===== config.mk =====
export PLATFORM = sky130hd
export DESIGN_NAME = spi_slave_ctrl_flat
export DESIGN_NICKNAME = d
export VERILOG_FILES = /design/src/rtl/spi_slave_ctrl_if.sv /design/src/rtl/spi_slave_ctrl.sv /design/src/flat_wrapper.sv
export SDC_FILE = /design/constraint.sdc
export NUM_CORES = 1
export LEC_CHECK = 0
export ABC_AREA = 1
export CORE_MARGIN = 1.5
export CORE_UTILIZATION = 56
export CTS_BUF_LIST = sky130_fd_sc_hd__clkbuf_2 sky130_fd_sc_hd__clkbuf_4 sky130_fd_sc_hd__clkbuf_8
export CTS_CLUSTER_SIZE = 14
export DETAILED_ROUTE_END_ITERATION = 8
export PLACE_DENSITY = 0.81
export SETUP_SLACK_MARGIN = 0.15
export SLEW_MARGIN = 20
export SYNTH_ARGS = -nofsm -noshare
export SYNTH_HDL_FRONTEND = slang
export SYNTH_SLANG_ARGS = --single-unit

===== constraint.sdc =====
create_clock -name m_clk -period 2 [get_ports m_clk]
set_clock_uncertainty 0.1 [all_clocks]
set_input_delay 0.2 -clock m_clk [delete_from_list [all_inputs] [get_ports m_clk]]
set_output_delay 0.2 -clock m_clk [all_outputs]
set_load 0.01 [all_outputs]

===== src/rtl/spi_slave_ctrl_if.sv =====
// spi_slave_ctrl_if: SPI pins plus the register-side write/read strobes.
// slave modport is the responder; master modport is the far-end driver.
interface spi_slave_ctrl_if #(
  parameter int DATA_W = 8
);
  logic              sclk;
  logic              cs_n;
  logic              mosi;
  logic              miso;
  logic              miso_oe;
  logic [DATA_W-1:0] wr_data;
  logic              wr_valid;
  logic              rd_req;
  logic [DATA_W-1:0] rd_data;
  logic              frame_err;

  modport slave (
    input  sclk,
    input  cs_n,
    input  mosi,
    input  rd_data,
    output miso,
    output miso_oe,
    output wr_data,
    output wr_valid,
    output rd_req,
    output frame_err
  );

  modport master (
    output sclk,
    output cs_n,
    output mosi,
    output rd_data,
    input  miso,
    input  miso_oe,
    input  wr_data,
    input  wr_valid,
    input  rd_req,
    input  frame_err
  );
endinterface


===== src/rtl/spi_slave_ctrl.sv =====
// spi_slave_ctrl: SPI mode-0 responder, one command byte then one data byte.
// Define SPI_SLAVE_PARITY_EN to add an odd-parity 9th bit to the data phase.
module spi_slave_ctrl #(
  parameter int              DATA_W = 8,
  parameter logic [DATA_W-1:0] WR_CMD = DATA_W'(8'hAD),
  parameter logic [DATA_W-1:0] RD_CMD = DATA_W'(8'h2D)
) (
  input logic             m_clk,
  input logic             n_reset,
  spi_slave_ctrl_if.slave bus
);

  localparam int CNT_W = (DATA_W > 2) ? $clog2(DATA_W) : 1;
  localparam logic [CNT_W-1:0] LAST = CNT_W'(DATA_W - 1);

  typedef enum logic [2:0] {
    S_IDLE,
    S_CMD,
    S_LOAD,
    S_WR,
    S_RD,
    S_SKIP,
    S_DONE
  } state_t;

  state_t state_q, state_d;

  logic [1:0] sclk_sync_q, sclk_sync_d;
  logic [1:0] cs_sync_q, cs_sync_d;
  logic [1:0] mosi_sync_q, mosi_sync_d;
  logic       sclk_prev_q, sclk_prev_d;
  logic       cs_prev_q, cs_prev_d;

  logic [CNT_W-1:0]  cnt_q, cnt_d;
  logic [DATA_W-1:0] sin_q, sin_d;
  logic [DATA_W-1:0] sout_q, sout_d;
  logic [DATA_W-1:0] wr_data_q, wr_data_d;
  logic              wr_valid_q, wr_valid_d;

`ifdef SPI_SLAVE_PARITY_EN
  logic par_ph_q, par_ph_d;
  logic rd_par_q, rd_par_d;
  logic par_fail;
`endif

  logic              sclk_rise;
  logic              sclk_fall;
  logic              cs_hi;
  logic              cs_fall;
  logic              mosi_s;
  logic              bit_last;
  logic              cmd_done;
  logic              rd_shift;
  logic              sout_fill;
  logic [CNT_W-1:0]  cnt_nxt;
  logic [DATA_W-1:0] sin_shift;

  assign sclk_rise = sclk_sync_q[1] & ~sclk_prev_q;
  assign sclk_fall = ~sclk_sync_q[1] & sclk_prev_q;
  assign cs_hi     = cs_sync_q[1];
  assign cs_fall   = ~cs_sync_q[1] & cs_prev_q;
  assign mosi_s    = mosi_sync_q[1];
  assign bit_last  = (cnt_q == LAST);
  assign cnt_nxt   = bit_last ? '0 : cnt_q + 1'b1;
  assign sin_shift = {sin_q[DATA_W-2:0], mosi_s};
  assign cmd_done  = (state_q == S_CMD) & ~cs_hi
                   & sclk_rise & bit_last;

`ifdef SPI_SLAVE_PARITY_EN
  assign sout_fill = rd_par_q;
  // Hold off until a data rise: the fall ending the command must not shift.
  assign rd_shift  = sclk_fall & ((cnt_q != '0) | par_ph_q);
  assign par_fail  = (state_q == S_WR) & par_ph_q & ~cs_hi
                   & sclk_rise & (mosi_s == ^sin_q);
`else
  assign sout_fill = 1'b0;
  assign rd_shift  = sclk_fall & (cnt_q != '0);
`endif

  always_ff @(posedge m_clk or negedge n_reset) begin
    if (!n_reset) begin
      state_q     <= S_IDLE;
      sclk_sync_q <= 2'b00;
      cs_sync_q   <= 2'b11;
      mosi_sync_q <= 2'b00;
      sclk_prev_q <= 1'b0;
      cs_prev_q   <= 1'b1;
      cnt_q       <= '0;
      sin_q       <= '0;
      sout_q      <= '0;
      wr_data_q   <= '0;
      wr_valid_q  <= 1'b0;
`ifdef SPI_SLAVE_PARITY_EN
      par_ph_q    <= 1'b0;
      rd_par_q    <= 1'b0;
`endif
    end else begin
      state_q     <= state_d;
      sclk_sync_q <= sclk_sync_d;
      cs_sync_q   <= cs_sync_d;
      mosi_sync_q <= mosi_sync_d;
      sclk_prev_q <= sclk_prev_d;
      cs_prev_q   <= cs_prev_d;
      cnt_q       <= cnt_d;
      sin_q       <= sin_d;
      sout_q      <= sout_d;
      wr_data_q   <= wr_data_d;
      wr_valid_q  <= wr_valid_d;
`ifdef SPI_SLAVE_PARITY_EN
      par_ph_q    <= par_ph_d;
      rd_par_q    <= rd_par_d;
`endif
    end
  end

  always_comb begin
    state_d     = state_q;
    sclk_sync_d = {sclk_sync_q[0], bus.sclk};
    cs_sync_d   = {cs_sync_q[0], bus.cs_n};
    mosi_sync_d = {mosi_sync_q[0], bus.mosi};
    sclk_prev_d = sclk_sync_q[1];
    cs_prev_d   = cs_sync_q[1];
    cnt_d       = cnt_q;
    sin_d       = sin_q;
    sout_d      = sout_q;
    wr_data_d   = wr_data_q;
    wr_valid_d  = 1'b0;
`ifdef SPI_SLAVE_PARITY_EN
    par_ph_d    = par_ph_q;
    rd_par_d    = rd_par_q;
`endif
    unique case (state_q)
      S_IDLE: begin
        if (cs_fall) begin
          state_d = S_CMD;
          cnt_d   = '0;
          sin_d   = '0;
`ifdef SPI_SLAVE_PARITY_EN
          par_ph_d = 1'b0;
`endif
        end
      end
      S_CMD: begin
        if (cs_hi) begin
          state_d = S_IDLE;
        end else if (sclk_rise) begin
          sin_d = sin_shift;
          cnt_d = cnt_nxt;
          if (bit_last) begin
            if (sin_shift == WR_CMD)
              state_d = S_WR;
            else if (sin_shift == RD_CMD)
              state_d = S_LOAD;
            else
              state_d = S_SKIP;
          end
        end
      end
      S_LOAD: begin
        if (cs_hi) begin
          state_d = S_IDLE;
        end else begin
          sout_d  = bus.rd_data;
          state_d = S_RD;
`ifdef SPI_SLAVE_PARITY_EN
          rd_par_d = ~^bus.rd_data;
`endif
        end
      end
      S_WR: begin
        if (cs_hi) begin
          state_d = S_IDLE;
        end else if (sclk_rise) begin
`ifdef SPI_SLAVE_PARITY_EN
          if (par_ph_q) begin
            state_d  = S_DONE;
            par_ph_d = 1'b0;
            if (mosi_s != ^sin_q) begin
              wr_valid_d = 1'b1;
              wr_data_d  = sin_q;
            end
          end else begin
            sin_d = sin_shift;
            cnt_d = cnt_nxt;
            if (bit_last)
              par_ph_d = 1'b1;
          end
`else
          sin_d = sin_shift;
          cnt_d = cnt_nxt;
          if (bit_last) begin
            wr_valid_d = 1'b1;
            wr_data_d  = sin_shift;
            state_d    = S_DONE;
          end
`endif
        end
      end
      S_RD: begin
        if (cs_hi) begin
          state_d = S_IDLE;
        end else if (sclk_rise) begin
          cnt_d = cnt_nxt;
`ifdef SPI_SLAVE_PARITY_EN
          if (par_ph_q)
            state_d = S_DONE;
          else if (bit_last)
            par_ph_d = 1'b1;
`else
          if (bit_last)
            state_d = S_DONE;
`endif
        end else if (rd_shift) begin
          sout_d = {sout_q[DATA_W-2:0], sout_fill};
        end
      end
      S_SKIP, S_DONE: begin
        if (cs_hi)
          state_d = S_IDLE;
      end
      default: state_d = S_IDLE;
    endcase
  end

  logic short_frame;
  logic bad_cmd;

  always_comb begin
    short_frame = cs_hi & (state_q inside {S_CMD, S_LOAD, S_WR, S_RD});
    bad_cmd     = cmd_done & (sin_shift != WR_CMD)
                & (sin_shift != RD_CMD);
    bus.rd_req  = cmd_done & (sin_shift == RD_CMD);
`ifdef SPI_SLAVE_PARITY_EN
    bus.frame_err = short_frame | bad_cmd | par_fail;
`else
    bus.frame_err = short_frame | bad_cmd;
`endif
    bus.miso_oe  = ~cs_hi;
    bus.miso     = (state_q == S_RD) & sout_q[DATA_W-1];
    bus.wr_valid = wr_valid_q;
    bus.wr_data  = wr_data_q;
  end

endmodule


===== src/flat_wrapper.sv =====
// flat-port wrapper written by rule: the top's interface ports become plain ports
module spi_slave_ctrl_flat 
#(
  parameter int              DATA_W = 8,
  parameter logic [DATA_W-1:0] WR_CMD = DATA_W'(8'hAD),
  parameter logic [DATA_W-1:0] RD_CMD = DATA_W'(8'h2D)
)
  (m_clk, n_reset, bus_sclk, bus_cs_n, bus_mosi, bus_rd_data, bus_miso, bus_miso_oe, bus_wr_data, bus_wr_valid, bus_rd_req, bus_frame_err);
  spi_slave_ctrl_if #(.DATA_W(DATA_W)) bus_i ();
  input logic m_clk;
  input logic n_reset;
  input wire logic [$bits(bus_i.sclk)-1:0] bus_sclk;
  input wire logic [$bits(bus_i.cs_n)-1:0] bus_cs_n;
  input wire logic [$bits(bus_i.mosi)-1:0] bus_mosi;
  input wire logic [$bits(bus_i.rd_data)-1:0] bus_rd_data;
  output wire logic [$bits(bus_i.miso)-1:0] bus_miso;
  output wire logic [$bits(bus_i.miso_oe)-1:0] bus_miso_oe;
  output wire logic [$bits(bus_i.wr_data)-1:0] bus_wr_data;
  output wire logic [$bits(bus_i.wr_valid)-1:0] bus_wr_valid;
  output wire logic [$bits(bus_i.rd_req)-1:0] bus_rd_req;
  output wire logic [$bits(bus_i.frame_err)-1:0] bus_frame_err;
  assign bus_i.sclk = bus_sclk;
  assign bus_i.cs_n = bus_cs_n;
  assign bus_i.mosi = bus_mosi;
  assign bus_i.rd_data = bus_rd_data;
  assign bus_miso = bus_i.miso;
  assign bus_miso_oe = bus_i.miso_oe;
  assign bus_wr_data = bus_i.wr_data;
  assign bus_wr_valid = bus_i.wr_valid;
  assign bus_rd_req = bus_i.rd_req;
  assign bus_frame_err = bus_i.frame_err;
  spi_slave_ctrl #(.DATA_W(DATA_W), .WR_CMD(WR_CMD), .RD_CMD(RD_CMD)) u_core (.m_clk(m_clk), .n_reset(n_reset), .bus(bus_i));
endmodule

==> results.cfg, run 1 <==
[run_status]
outcome = complete, no violations

[setup_path]
endpoint_kind = primary output
critPathLaunchType = flip-flop
cp.arrival_ps = 1620
crit_type = flip-flop to primary output
cp.required_ps = 1700
cp_max_fo = 4

[power]
power_density_nw_per_um2 = 1180
power_mw = 2.93
p_leak_nw = 1.25
vdd_drop_max_uv = 692

[place]
dp_worst_setup_slack_ps = -65.0
io_buffer_count = 25
place_congestion = 0.821
place_hpwl_mm = 2.70

[cells_and_area]
postLayoutCoreUtil_pct = 79.1
fillers = 207
layout.nets = 307
area_delta_synth_final_pct = 31.1
layout-drive-gt1-share_pct = 23.6
antenna_cells = 0
seq_area_um2 = 957
multi_input_area_um2 = 853

[sta]
fin_ws_ps = 78.1
hold_ws_ps = 136
hold_viol_final = 0
slew_violations = 0
fin_tns_setup_ps = 0
worstMarginPinSlew_ps = 420
setup_viol = 0
grt_setup_unrepaired = true
slew_headroom_pct = 72.0
fmax_mhz = 520
min_period_over_period_pct = 96.1
min_period_ps = 1920

[clock_tree]
clockBufferDepth = 2
h-tree-depth = 2
clk_latency_ps = 370
cts_buffers = 5
cts_tree = done
cts-root-buf = clkbuf_4
clock-sinks = 38
clk_pin_slew_ps = 110

[floorplan]
die_w_um = 61.1
ioPinCount = 26
dieArea_um2 = 3730
rows = 20
core_um2 = 3130
start_util_pct = 60.4
die_height_um = 61.1

[job]
max_cap_viol_count = 0

[synthesis]
synth_cell_types = 25
syn_nets = 252
yosysWarningCount = 0
synth_cells = 236
synth.cell_area_um2 = 1890
ys_seq_area_share_pct = 50.6
synth_area_per_cell_um2 = 8.00
ys_seq_elements = 38

[grt]
antenna_found_initial = 0
grt_first_pass_wirelength_mm = 6.49
grt_pass1_vias = 1445
grt_usage_pct = 24.8
gr-total-overflow = 0
grt_max_degree = 20

[route]
route.detailed.drc = 0
detail_route.wl_per_cell_um = 13.1
vias = 1738
drtAntennaViolNets = 0
drt_first_iter_violations = 134
dr.pass1.iters = 4
drt-total-wl_mm = 4.41
via_per_inst = 5.17

[worst_hold_path]
min_path_type = input port to flip-flop
flip-flops by register name, indices dropped and copies added (netlist names):
| name | cells |
|---|---|
| u_core.bus.wr_data | 8 |
| u_core.bus.wr_valid | 1 |
| u_core.cnt_q | 3 |
| u_core.cs_prev_q | 1 |
| u_core.cs_sync_q | 2 |
| u_core.mosi_sync_q | 2 |
| u_core.sclk_prev_q | 1 |
| u_core.sclk_sync_q | 2 |
| u_core.sin_q | 7 |
| u_core.sout_q | 8 |
| u_core.state_q | 3 |
cell type report:
type                            instances  area share, %
Tap cell                               44           2.22
Clock inverter                          2          0.404
Sequential cell                        38           38.7
Multi-Input combinational cell        170           34.5
Clock buffer                            6           1.82
Timing Repair Buffer                   54           19.1
Inverter                               22           3.34
power breakdown:
| group | internal [mW] | switching [mW] | leakage, nW |
|---|---|---|---|
| Clock | 0.147 | 0.264 | 0.0354 |
| Combinational | 0.591 | 0.861 | 0.725 |
| Sequential | 0.939 | 0.126 | 0.487 |
per-layer routing:
| metal | routed length (um) | track usage, % | vias up |
|---|---|---|---|
| met4 | 133 | 12.4 | 0 |
| met2 | 2040 | 33.6 | 69 |
| met5 | 0 | 0 | - |
| met1 | 1940 | 35.5 | 804 |
| li1 | - | - | 850 |
| met3 | 297 | 7.98 | 15 |
cells in the mapped netlist:
cell type	instances	area, um2
buf_4	1	7.51
nor4_1	1	6.26
inv_2	3	11.3
nand2_1	95	357
a21oi_4	1	16.3
o21ai_1	18	90.1
buf_6	3	33.8
nor2_4	1	11.3
nand3_1	17	85.1
nor2_8	1	20.0
nand3_2	2	20.0
o21ai_0	3	15.0
inv_1	19	71.3
dfstp_2	3	78.8
nor2_1	18	67.6
nand2_4	1	11.3
nand2_2	3	18.8
o21ai_2	2	17.5
a21oi_1	1	5.00
nand4_1	1	6.26
buf_2	2	10.0
nor3_2	1	10.0
dfrtp_1	35	876
nor3_1	1	5.00
ha_1	3	37.5
final timing paths:
kind,slack (ps),depth (start not counted),from,to
hold / removal,140,1,bus_cs_n,u_core.cs_sync_q[0]
hold reg to reg,250,0,u_core.cs_sync_q[0],u_core.cs_sync_q[1]
min in group asynchronous,180,2,n_reset,u_core.bus.wr_data[3]
setup reg to reg,170,12,u_core.state_q[2],u_core.state_q[2]
max in group asynchronous,1100,3,n_reset,u_core.state_q[0]
setup / recovery,80,6,u_core.state_q[2],bus_frame_err
cells by family (layout without fill, tap and decap cells):
kind of cell             count (synthesis)  count (layout)  share of synthesized area (%)
adder cells (fa/ha/maj)                  3               3                           1.99
AO/OA/AOI/OAI                           25              25                           7.62
flip-flops                              38              38                           50.6
AND/OR/NAND/NOR                        142             142                           32.7
buffers and inverters                   28              84                           7.09
cell usage in the layout, fill, tap and decap left out, types with 2 or more instances in the layout:
| cell | netlist | layout |
|---|---|---|
| nand2_1 | 95 | 91 |
| dfrtp_1 | 35 | 33 |
| buf_4 | 1 | 22 |
| clkdlybuf4s50_1 | 0 | 20 |
| inv_1 | 19 | 19 |
| o21ai_1 | 18 | 18 |
| nor2_1 | 18 | 17 |
| nand3_1 | 17 | 16 |
| clkbuf_4 | 0 | 6 |
| buf_6 | 3 | 6 |
| nand2_2 | 3 | 5 |
| inv_2 | 3 | 3 |
| nand2_4 | 1 | 3 |
| nand3_2 | 2 | 3 |
| buf_2 | 2 | 3 |
| dfstp_2 | 3 | 3 |
| o21ai_2 | 2 | 2 |
| o21ai_0 | 3 | 2 |
| ha_1 | 3 | 2 |
| clkinv_2 | 0 | 2 |
| dfrtp_2 | 0 | 2 |
stage by stage:
step                instances  cell area, um2
floorplan                 236            1890
global placement          314            2250
detailed placement        314            2250
CTS                       333            2400
global route              336            2470
finish                    336            2470
what timing repair did:
action                                  CTS  global route
pin swaps                                 4             5
hold buffers                              1             0
endpoints found under the setup margin    4             9
endpoints found under the hold margin    17             0
buffers inserted                         10             3
resized for setup                        15            19
critical path, stage by stage, from the launching register on:
cell and delay, ps:
dfrtp_1 460, inv_2 120, nand2_4 70, nor3_4 220, nand2_2 110, o21ai_2 140
buf_2 150
Power figures use the tool's default switching activity.
==> run 2, diff against run 1 <==
CTS_CLUSTER_SIZE = unset   (was 14)
==> results of run 2 <==
Final layout, timing and power as in run 1 (identical DEF).
